### src/rtl/if_fetch_pkg.sv
// Shared encodings for the instruction-fetch stage: next-PC select codes,
// fetch FSM states and the default reset vector.
package if_fetch_pkg;

  typedef enum logic [1:0] {
    SEL_PC4 = 2'b00,
    SEL_BR  = 2'b01,
    SEL_J   = 2'b10,
    SEL_JR  = 2'b11
  } pc_sel_e;

  typedef enum logic [1:0] {
    ST_FETCH,
    ST_WAIT,
    ST_DRAIN,
    ST_HALT
  } fetch_state_e;

  localparam logic [31:0] RESET_PC_DEFAULT = 32'h0000_3000;

endpackage

### src/rtl/if_fetch_npc.sv
// Combinational next-PC unit: decides whether ID redirects fetch and computes
// the target. Without ALIGN_CHECK_EN the target is forced word aligned.
module if_fetch_npc
  import if_fetch_pkg::*;
(
  input  logic        stall,
  input  logic [1:0]  redir_sel,
  input  logic        redir_taken,
  input  logic [31:0] id_pc,
  input  logic [15:0] id_imm16,
  input  logic [25:0] id_index26,
  input  logic [31:0] id_rs_val,
  output logic        redir,
  output logic [31:0] target
);

  logic [31:0] pc_plus4;
  logic [31:0] br_target;
  logic [31:0] raw_target;
  logic        redir_req;

  always_comb begin
    pc_plus4   = id_pc + 32'd4;
    br_target  = pc_plus4 + {{14{id_imm16[15]}}, id_imm16, 2'b00};
    raw_target = pc_plus4;
    redir_req  = 1'b0;
    case (pc_sel_e'(redir_sel))
      SEL_PC4: begin
        raw_target = pc_plus4;
        redir_req  = 1'b0;
      end
      SEL_BR: begin
        raw_target = br_target;
        redir_req  = redir_taken;
      end
      SEL_J: begin
        raw_target = {pc_plus4[31:28], id_index26, 2'b00};
        redir_req  = 1'b1;
      end
      SEL_JR: begin
        raw_target = id_rs_val;
        redir_req  = 1'b1;
      end
      default: begin
        raw_target = pc_plus4;
        redir_req  = 1'b0;
      end
    endcase
    redir = redir_req && !stall;
`ifdef ALIGN_CHECK_EN
    target = raw_target;
`else
    target = {raw_target[31:2], 2'b00};
`endif
  end

endmodule

### src/rtl/if_fetch.sv
// Instruction-fetch stage: PC register, valid-handshake imem fetch, IF/ID
// register with one-entry skid. Optional ALIGN_CHECK_EN traps misaligned redirects.
module if_fetch
  import if_fetch_pkg::*;
#(
  parameter logic [31:0] RESET_PC = RESET_PC_DEFAULT
) (
  input  logic        clk,
  input  logic        rst_n,
  input  logic        stall,
  input  logic [1:0]  redir_sel,
  input  logic        redir_taken,
  input  logic [31:0] id_pc,
  input  logic [15:0] id_imm16,
  input  logic [25:0] id_index26,
  input  logic [31:0] id_rs_val,
  output logic        imem_req,
  output logic [31:0] imem_addr,
  input  logic        imem_valid,
  input  logic [31:0] imem_rdata,
  output logic        if_id_valid,
  output logic [31:0] if_id_instr,
  output logic [31:0] if_id_pc,
  output logic        fetch_err
);

  fetch_state_e state, state_d;
  logic [31:0]  pc, pc_d;
  logic [31:0]  addr_q, addr_d;
  logic         ifv_d;
  logic [31:0]  ifi_d, ifp_d;
  logic         skid_valid, skv_d;
  logic [31:0]  skid_instr, ski_d, skid_pc, skp_d;
  logic         err_d;
  logic         req_c;
  logic         misalign;
  logic         redir;
  logic [31:0]  target;

  if_fetch_npc u_npc (
    .stall       (stall),
    .redir_sel   (redir_sel),
    .redir_taken (redir_taken),
    .id_pc       (id_pc),
    .id_imm16    (id_imm16),
    .id_index26  (id_index26),
    .id_rs_val   (id_rs_val),
    .redir       (redir),
    .target      (target)
  );

  always_comb begin
    state_d   = state;
    pc_d      = pc;
    addr_d    = addr_q;
    ifv_d     = if_id_valid;
    ifi_d     = if_id_instr;
    ifp_d     = if_id_pc;
    skv_d     = skid_valid;
    ski_d     = skid_instr;
    skp_d     = skid_pc;
    err_d     = fetch_err;
    req_c     = 1'b0;
    imem_addr = pc;
    misalign  = 1'b0;
`ifdef ALIGN_CHECK_EN
    misalign  = redir && (target[1:0] != 2'b00);
`endif
    case (state)
      ST_FETCH: begin
        imem_addr = pc;
        if (!stall) begin
          if (skid_valid) begin
            // Skid drains into IF/ID; no new request until it is empty.
            ifv_d = 1'b1;
            ifi_d = skid_instr;
            ifp_d = skid_pc;
            skv_d = 1'b0;
            if (redir) begin
              ifv_d = 1'b0;
              pc_d  = target;
            end
          end else begin
            req_c  = 1'b1;
            addr_d = pc;
            if (redir) begin
              pc_d  = target;
              ifv_d = 1'b0;
              if (!imem_valid) state_d = ST_DRAIN;
            end else if (imem_valid) begin
              ifv_d = 1'b1;
              ifi_d = imem_rdata;
              ifp_d = pc;
              pc_d  = pc + 32'd4;
            end else begin
              ifv_d   = 1'b0;
              state_d = ST_WAIT;
            end
          end
        end
      end
      ST_WAIT: begin
        req_c     = 1'b1;
        imem_addr = addr_q;
        if (redir) begin
          // A response landing with the redirect is simply dropped; nothing left to drain.
          pc_d    = target;
          ifv_d   = 1'b0;
          state_d = imem_valid ? ST_FETCH : ST_DRAIN;
        end else if (imem_valid) begin
          pc_d    = pc + 32'd4;
          state_d = ST_FETCH;
          if (stall) begin
            skv_d = 1'b1;
            ski_d = imem_rdata;
            skp_d = addr_q;
          end else begin
            ifv_d = 1'b1;
            ifi_d = imem_rdata;
            ifp_d = addr_q;
          end
        end else if (!stall) begin
          ifv_d = 1'b0;
        end
      end
      ST_DRAIN: begin
        req_c     = 1'b1;
        imem_addr = addr_q;
        if (redir) pc_d = target;
        if (imem_valid) state_d = ST_FETCH;
      end
      ST_HALT: begin
        req_c = 1'b0;
      end
      default: state_d = ST_FETCH;
    endcase
    if (misalign) begin
      err_d   = 1'b1;
      ifv_d   = 1'b0;
      skv_d   = 1'b0;
      pc_d    = pc;
      state_d = ST_HALT;
    end
  end

  assign imem_req = rst_n && req_c;

  always_ff @(posedge clk) begin
    if (!rst_n) begin
      state       <= ST_FETCH;
      pc          <= RESET_PC;
      addr_q      <= RESET_PC;
      if_id_valid <= 1'b0;
      if_id_instr <= '0;
      if_id_pc    <= '0;
      skid_valid  <= 1'b0;
      skid_instr  <= '0;
      skid_pc     <= '0;
      fetch_err   <= 1'b0;
    end else begin
      state       <= state_d;
      pc          <= pc_d;
      addr_q      <= addr_d;
      if_id_valid <= ifv_d;
      if_id_instr <= ifi_d;
      if_id_pc    <= ifp_d;
      skid_valid  <= skv_d;
      skid_instr  <= ski_d;
      skid_pc     <= skp_d;
      fetch_err   <= err_d;
    end
  end

endmodule

### config.mk
export PLATFORM = sky130hd
export DESIGN_NAME = if_fetch
export DESIGN_NICKNAME = d
export VERILOG_FILES = /design/src/rtl/if_fetch_pkg.sv /design/src/rtl/if_fetch_npc.sv /design/src/rtl/if_fetch.sv
export SDC_FILE = /design/constraint.sdc
export NUM_CORES = 1
export LEC_CHECK = 0
export ABC_AREA = 1
export CORE_ASPECT_RATIO = 0.6
export CORE_MARGIN = 4
export CORE_UTILIZATION = 58
export CTS_BUF_LIST = sky130_fd_sc_hd__clkbuf_16
export DETAILED_ROUTE_END_ITERATION = 7
export GPL_TIMING_DRIVEN = 0
export PLACE_DENSITY = 0.87
export SYNTH_ARGS = -nofsm -noshare
export SYNTH_HDL_FRONTEND = slang
export SYNTH_HIERARCHICAL = 1
export SYNTH_SLANG_ARGS = --single-unit
### constraint.sdc
create_clock -name clk -period 5.3 [get_ports clk]
set_clock_uncertainty 0.15 [all_clocks]
set_input_delay 0.795 -clock clk [delete_from_list [all_inputs] [get_ports clk]]
set_output_delay 0.795 -clock clk [all_outputs]
set_load 0.005 [all_outputs]
==> results.md, run 1 <==
- CTS root buf: clkbuf_16
- Crit path top cell by count: nand3_1
- Crit-path max FO: 5
- Die W: 204.5 um
- Least-Margin Pin Slew: about 1.1 ns
- I/O pins: 244
- Grt total ovfl: 0
- Worst path required time: around 5.5 ns
- Initial Util: approximately three fifths
- TritonCTS Sinks: between 150 and 200
- Avg Cell Area, Syn: about 6.2 um^2
- GRT Total Usage: roughly 43%
- CTS tree: done
- Via density: 6.335
- Post-Layout Cell Count: about 2,700
- Gpl congestion: around 1.0
- Critical path's largest stage delay: approximately 0.56 ns
- Cells after synthesis: ~2,200
- Final WS setup: roughly 0.31 ns
- Layout cell share with drive strength beyond 1: ~5.4%
- Clk Latency, worst-skew pair: around 0.45 ns
- Post-DP HPWL: 45,160 um
- Global-route wire length before repair: ~86,000 um
- Drt total wl: 58,060 um
- Max-Cap Viols: 0
- Max Root-Sink Buffers: 2
- Max VDD drop: 247.7 uV
- Worst setup path class: input pin to flip-flop
- Flops & latches, synth: slightly below 200
- Die ar.: between 20,000 and 30,000 um^2
- Initial antenna violation count: 0
- RSZ-0062 raised after global routing: no
- Post-CTS Setup Bufs: 0
- # rows: 42
- Area Overhead vs Synth: 24.83%
- Core area: 22,390 um^2
- Syn. warnings: 6
- Initial DRC Count: 2,971
- Most frequent cells in the layout: 486 x nand2_1, 276 x nor2_1, 242 x o21ai_0
- Layout Nets: 2,595
- Synth unique cells: 53
- Status: complete, no violations
- Fmax: 0.2004 GHz
- Pre-CTS setup slack: between 0.07 and 0.08 ns
- Register area share after synthesis: between 20% and 30%
- PortBufs: 238
- Hold Path Class: flip-flop to flip-flop
- Hold Buf Count CTS: 0
- Power Dens Cells: between 200 and 300 nW/um^2
- Setup violators final: 0
- H-tree depth: 4
- Vias: ~17,000
- Pleak: 7.102 nW
- Post-CTS resize count: 0
- Ant. Diodes: 0
- Final antenna-violating net count: 0
- Slew margin rel.: around 30%
- Delay-heaviest family, CP: simple AND/OR/NAND/NOR gates
- DRT Pass-1 Iters: 7
- Crit start category: input pin
- Min Tclk post-route: roughly 5 ns
- Inserted Clock Buffers: 17
- Slowest CP cell: clkdlybuf4s50_1
- Drt drc: 0
- Post-Synthesis Cell Area: about 13,000 um^2
- Crit path DAT: 5.20 ns
- Largest net degree at the start of global routing: 18
- Dominant synthesized flop cell: dfxtp_1
- Period Utilization, post-route: ~94%
- Setup crit end kind: flip-flop
- Final setup TNS: 0 ns
- CTS clock-pin slew for the worst setup and hold paths: roughly 0.080 ns
- Avg WL per Cell: ~21 um
- Most common cell after layout, fill and taps aside: nand2_1
- Number of enable flip-flop cells after synthesis: 0
- Placed Instances: roughly 2,700
- Die height: 125.9 um
- Fin. max-slew vios: 0
- CP cell instances: clkdlybuf4s50_1 > ha_1 > inv_1 > nor2_2 > nand2_2 > nor3_4 > nand3_1 > xnor2_1 > ha_1 > nand2_1 > nor2_1 > inv_1 > nor3_1 > nand3_1 > nand2_1 > nand2_1 > nand3_1 > nand3_1 > nor2_1 > nor3_1 > nor3_1 > nand3_1 > nand2_1 > inv_1
- CP bufs+invs: 4
- Vias in the first global route: ~16,000
- Async set-reset flop share out of synthesis: 0%
- Hold Violations, Final: 0
==> per-stage QoR <==
step / instance area [um^2] / total power [W] / utilization (%) / hold slack, ns
3_3_place_gp: 16200 / 0.003446 / 72.38 / 0.2829
5_1_grt: 16770 / 0.005035 / 74.91 / 0.3465
4_1_cts: 16760 / 0.004745 / 74.88 / 0.3085
2_1_floorplan: 13440 / 0.002717 / - / 0.2735
6_report: 16770 / 0.004869 / 74.91 / 0.3124
3_5_place_dp: 16200 / 0.003495 / 72.38 / 0.2974
==> synthesized netlist by cell type (34+ instances only) <==
| library cell | n | area (um^2) |
|---|---|---|
| nand3_1 | 101 | 505.5 |
| a21oi_1 | 162 | 810.8 |
| a31oi_1 | 34 | 212.7 |
| a211oi_1 | 45 | 337.8 |
| nor2_1 | 276 | 1036 |
| o21ai_0 | 242 | 1211 |
| clkbuf_1 | 64 | 240.2 |
| ha_1 | 40 | 500.5 |
| nand2_1 | 486 | 1824 |
| dfxtp_1 | 196 | 3924 |
| inv_1 | 217 | 814.5 |
| nand4_1 | 42 | 262.8 |
==> report_power, final <==
group	leakage (nW)	internal, W	switching [W]
registers	1.60	0.00162	0.000137
logic	5.24	0.000686	0.00114
clock network	0.260	0.000652	0.000634
total	7.10	0.00296	0.00191
==> cells by family (layout without fill, tap and decap cells) <==
| kind of cell | after synthesis | after routing | share of synthesized area [%] |
|---|---|---|---|
| AOI/OAI and AO/OA | 556 | 556 | 23.34 |
| xor gates and xnor gates | 22 | 22 | 1.490 |
| adders and majority gates | 41 | 41 | 3.875 |
| buffers and inverters | 343 | 613 | 10.22 |
| DFF | 196 | 196 | 29.21 |
| other | 2 | 3 | 0.05591 |
| and+or+nand+nor | 991 | 991 | 31.81 |
==> registers in the layout, summed over array words and instances, names as in the netlist <==
name	count
if_id_pc	32
skid_instr	32
pc	32
skid_pc	32
state	2
if_id_instr	32
skid_valid	1
if_id_valid	1
addr_q	32
==> path summary, 6_finish.rpt <==
| kind | start | end | slack, ns | cells past startpoint |
|---|---|---|---|---|
| min reg2reg | skid_pc[29]$_SDFFE_PN0P_ | skid_pc[29]$_SDFFE_PN0P_ | 0.31 | 2 |
| max reg2reg | state[0]$_SDFFE_PN0P_ | pc[9]$_SDFFE_PN0P_ | 2.45 | 14 |
| max | id_pc[3] | pc[30]$_SDFFE_PN0P_ | 0.31 | 24 |
| min | skid_pc[29]$_SDFFE_PN0P_ | skid_pc[29]$_SDFFE_PN0P_ | 0.31 | 2 |
==> layout make-up <==
| type | instances | area [um^2] |
|---|---|---|
| sequential | 196 | 3924 |
| buffer | 111 | 501.7 |
| clock inverter | 15 | 132.6 |
| timing repair buffer | 238 | 2382 |
| fill | 1808 | 5618 |
| multi-input combinational | 1613 | 8147 |
| tap | 308 | 385.4 |
| inverter | 232 | 870.8 |
| clock buffer | 17 | 425.4 |
==> routing by layer <==
layer / global-route usage (%) / wire [um] / vias up / share of wire [%]
li1: - / - / 7684 / -
met4: 11.73 / 1757 / 0 / 3.0
met1: 61.51 / 23480 / 7910 / 40
met5: 0 / 0 / - / 0
met3: 18.63 / 10670 / 221 / 18
met2: 57.17 / 22150 / 1479 / 38
==> worst register-to-register path, cell delays in order, from the launching register on <==
cell and delay (ns):
dfxtp_1 0.38, inv_1 0.09, ha_1 0.28, buf_2 0.20, inv_2 0.11, nand2_1 0.20, inv_1 0.18, nor2_1 0.44
inv_2 0.23, nand2_1 0.13, o21ai_1 0.07, nand2_1 0.08, nand2_1 0.05, nand2_1 0.05, a21oi_1 0.06
Note: power is estimated with default switching activity, not from simulation.
==> run 2: changes to the inputs <==
- CORE_UTILIZATION: 58 -> 66
- DONT_BUFFER_PORTS: not set -> 1
- PLACE_DENSITY: 0.87 -> 0.82
==> results.md, run 2 (same netlist as run 1, synthesis figures left out) <==
- Initial Util: 67.10% (was 60.00%)
- Slowest CP cell: nor3_2 (was clkdlybuf4s50_1)
- PortBufs: 0 (was 238)
- Die ar.: 22,770 um^2 (was 25,740 um^2)
- RSZ-0062 raised after global routing: no (unchanged)
- Tot Pwr: 0.004601 W (was 0.004869 W)
- CTS clock-pin slew for the worst setup and hold paths: 0.07 ns (was 0.08 ns)
- # rows: 40 (was 42)
- Initial antenna violation count: 1 (was 0)
- Crit path top cell by count: nand2_1 (was nand3_1)
- Worst setup path class: input pin to flip-flop (unchanged)
- Drt drc: 28 (was 0)
- Worst path required time: 5.46 ns (was 5.51 ns)
- Die height: 118.5 um (was 125.9 um)
- Inserted Clock Buffers: 17 (unchanged)
- GRT Total Usage: 44.68% (was 42.54%)
- Initial DRC Count: 2,856 (was 2,971)
- Filler cells: 1,704 (was 1,808)
- Area Overhead vs Synth: 7.032% (was 24.83%)
- Setup violators final: 0 (unchanged)
- Max Root-Sink Buffers: 2 (unchanged)
- Post-CTS Setup Bufs: 0 (unchanged)
- Gpl congestion: 1.032 (was 1.046)
- Min Tclk post-route: 4.261 ns (was 4.990 ns)
- Switching part of the total: 40.25% (was 39.28%)
- Core area: 20,020 um^2 (was 22,390 um^2)
- Switching power total: 0.001852 W (was 0.001913 W)
- Global-route wire length before repair: 80,100 um (was 86,360 um)
- Fmax: 0.2347 GHz (was 0.2004 GHz)
- Failing checks: design-rule violations
- Post-CTS resize count: 0 (unchanged)
- Post-DP HPWL: 42,000 um (was 45,160 um)
- Largest net degree at the start of global routing: 19 (was 18)
- Gate power share: 31.8% (was 37.5%)
- Period Utilization, post-route: 80.39% (was 94.15%)
- Crit start category: input pin (unchanged)
- CTS root buf: clkbuf_16 (unchanged)
- Grt total ovfl: 0 (unchanged)
- Least-Margin Pin Slew: 0.9945 ns (was 1.052 ns)
- Hold Path Class: flip-flop to flip-flop (unchanged)
- Via density: 6.598 (was 6.335)
- Crit path DAT: 4.42 ns (was 5.20 ns)
- DRT Pass-1 Iters: 8 (was 7)
- Max VDD drop: 277.3 uV (was 247.7 uV)
- Vias: 16,220 (was 17,290)
- TritonCTS Sinks: 196 (unchanged)
- Final WS setup: 1.039 ns (was 0.3101 ns)
- Status: complete, but fails checks (was complete, no violations)
- Pre-CTS setup slack: 0.8968 ns (was 0.07891 ns)
- Pleak: 6.233 nW (was 7.102 nW)
- Power Dens Cells: 320.0 nW/um^2 (was 290.4 nW/um^2)
- Critical path's largest stage delay: 0.45 ns (was 0.56 ns)
- CP cell instances: ha_1 > inv_1 > nor2_2 > nand2_2 > nor3_2 > nand3_1 > xnor2_1 > ha_1 > nand2_1 > nor2_1 > nand2_1 > nor3_1 > nand2_1 > nand2_1 > nand2_1 > nand3_1 > nand3_1 > nor2_1 > nor2_1 > a21oi_1 > nand2_1 > nand2_1 > a21oi_1 (was clkdlybuf4s50_1 > ha_1 > inv_1 > nor2_2 > nand2_2 > nor3_4 > nand3_1 > xnor2_1 > ha_1 > nand2_1 > nor2_1 > inv_1 > nor3_1 > nand3_1 > nand2_1 > nand2_1 > nand3_1 > nand3_1 > nor2_1 > nor3_1 > nor3_1 > nand3_1 > nand2_1 > inv_1)
- H-tree depth: 4 (unchanged)
- Vias in the first global route: 14,310 (was 15,510)
- Crit-path max FO: 5 (unchanged)
- I/O pins: 244 (unchanged)
- Delay-heaviest family, CP: simple AND/OR/NAND/NOR gates (unchanged)
- Clk Latency, worst-skew pair: 0.45 ns (about the same)
- Slew margin rel.: 33.45% (was 29.58%)
- Drt total wl: 53,760 um (was 58,060 um)
- Final setup TNS: 0 ns (unchanged)
- Die W: 192.2 um (was 204.5 um)
- Most frequent cells in the layout: 486 x nand2_1, 276 x nor2_1, 242 x o21ai_0 (unchanged)
- Max-Cap Viols: 0 (unchanged)
- Flop pwr share: 38.5% (was 36.1%)
- Fin. max-slew vios: 0 (unchanged)
- CTS tree: done (unchanged)
- Layout Nets: 2,357 (was 2,595)
- Int Power: 0.002749 W (was 0.002957 W)
- Clock share of power: 29.7% (was 26.4%)
- Avg WL per Cell: 21.87 um (was 21.27 um)
- Most common cell after layout, fill and taps aside: nand2_1 (unchanged)
- Final antenna-violating net count: 0 (unchanged)
- Setup crit end kind: flip-flop (unchanged)
- Hold Buf Count CTS: 0 (unchanged)
- Hold Violations, Final: 0 (unchanged)
- Layout cell share with drive strength beyond 1: 6.044% (was 5.367%)
- CP bufs+invs: 1 (was 4)
-- run 2: worst paths after layout --
kind / startpoint / slack [ns] / depth (start not counted) / to
worst min-delay path: skid_pc[13]$_SDFFE_PN0P_ / 0.32 / 2 / skid_pc[13]$_SDFFE_PN0P_
worst max register to register: state[0]$_SDFFE_PN0P_ / 2.31 / 14 / pc[9]$_SDFFE_PN0P_
worst max-delay path: id_pc[2] / 1.04 / 23 / pc[29]$_SDFFE_PN0P_
worst min register to register: skid_pc[13]$_SDFFE_PN0P_ / 0.32 / 2 / skid_pc[13]$_SDFFE_PN0P_
-- run 2: worst register-to-register path, cell delays in order, from the launching register on --
cell	delay, ns
dfxtp_1	0.39
inv_1	0.10
ha_1	0.28
buf_2	0.20
inv_2	0.12
nand2_1	0.22
inv_1	0.20
nor2_1	0.49
inv_2	0.25
nand2_1	0.12
o21ai_1	0.07
nand2_1	0.09
nand2_1	0.06
nand2_1	0.06
a21oi_1	0.06
-- run 2: stage by stage --
stage / area [um^2] / instances / utilization (%) / hold slack (ns)
after detailed placement: 13780 / 2425 / 68.83 / 0.2965
after global placement: 13780 / 2425 / 68.83 / 0.2847
after CTS: 14380 / 2457 / 71.81 / 0.3073
final: 14380 / 2458 / 71.82 / 0.3156
after floorplan: 13440 / 2152 / - / 0.2735
after global routing: 14380 / 2458 / 71.82 / 0.3234
-- run 2: power by group through the flow --
stage                     Combinational (W)  Clock (W)  Sequential (W)
after floorplan                    0.000974          0         0.00174
after global placement              0.00132          0         0.00179
after detailed placement            0.00136          0         0.00179
after CTS                           0.00137    0.00134         0.00176
after global routing                0.00158    0.00141         0.00178
final                               0.00146    0.00137         0.00177
-- run 2: cell type report --
type,count,area (um^2),area share (%)
Buffer,111,501.7,3.490
Sequential cell,196,3924,27.29
Inverter,232,870.8,6.057
Clock buffer,17,425.4,2.959
Clock inverter,15,171.4,1.192
Antenna cell,1,2.502,0.01740
Tap cell,273,341.6,2.376
Multi-Input combinational cell,1613,8140,56.62
-- run 2: layer usage --
layer  vias up  wire [um]  share of wire [%]  track usage (%)
met4         0       1092                2.0            10.51
met2      1479      19700                 37            56.41
met5         -          0                  0                0
li1       7212          -                  -                -
met3       155      11020                 20            22.87
met1      7372      21950                 41            66.21
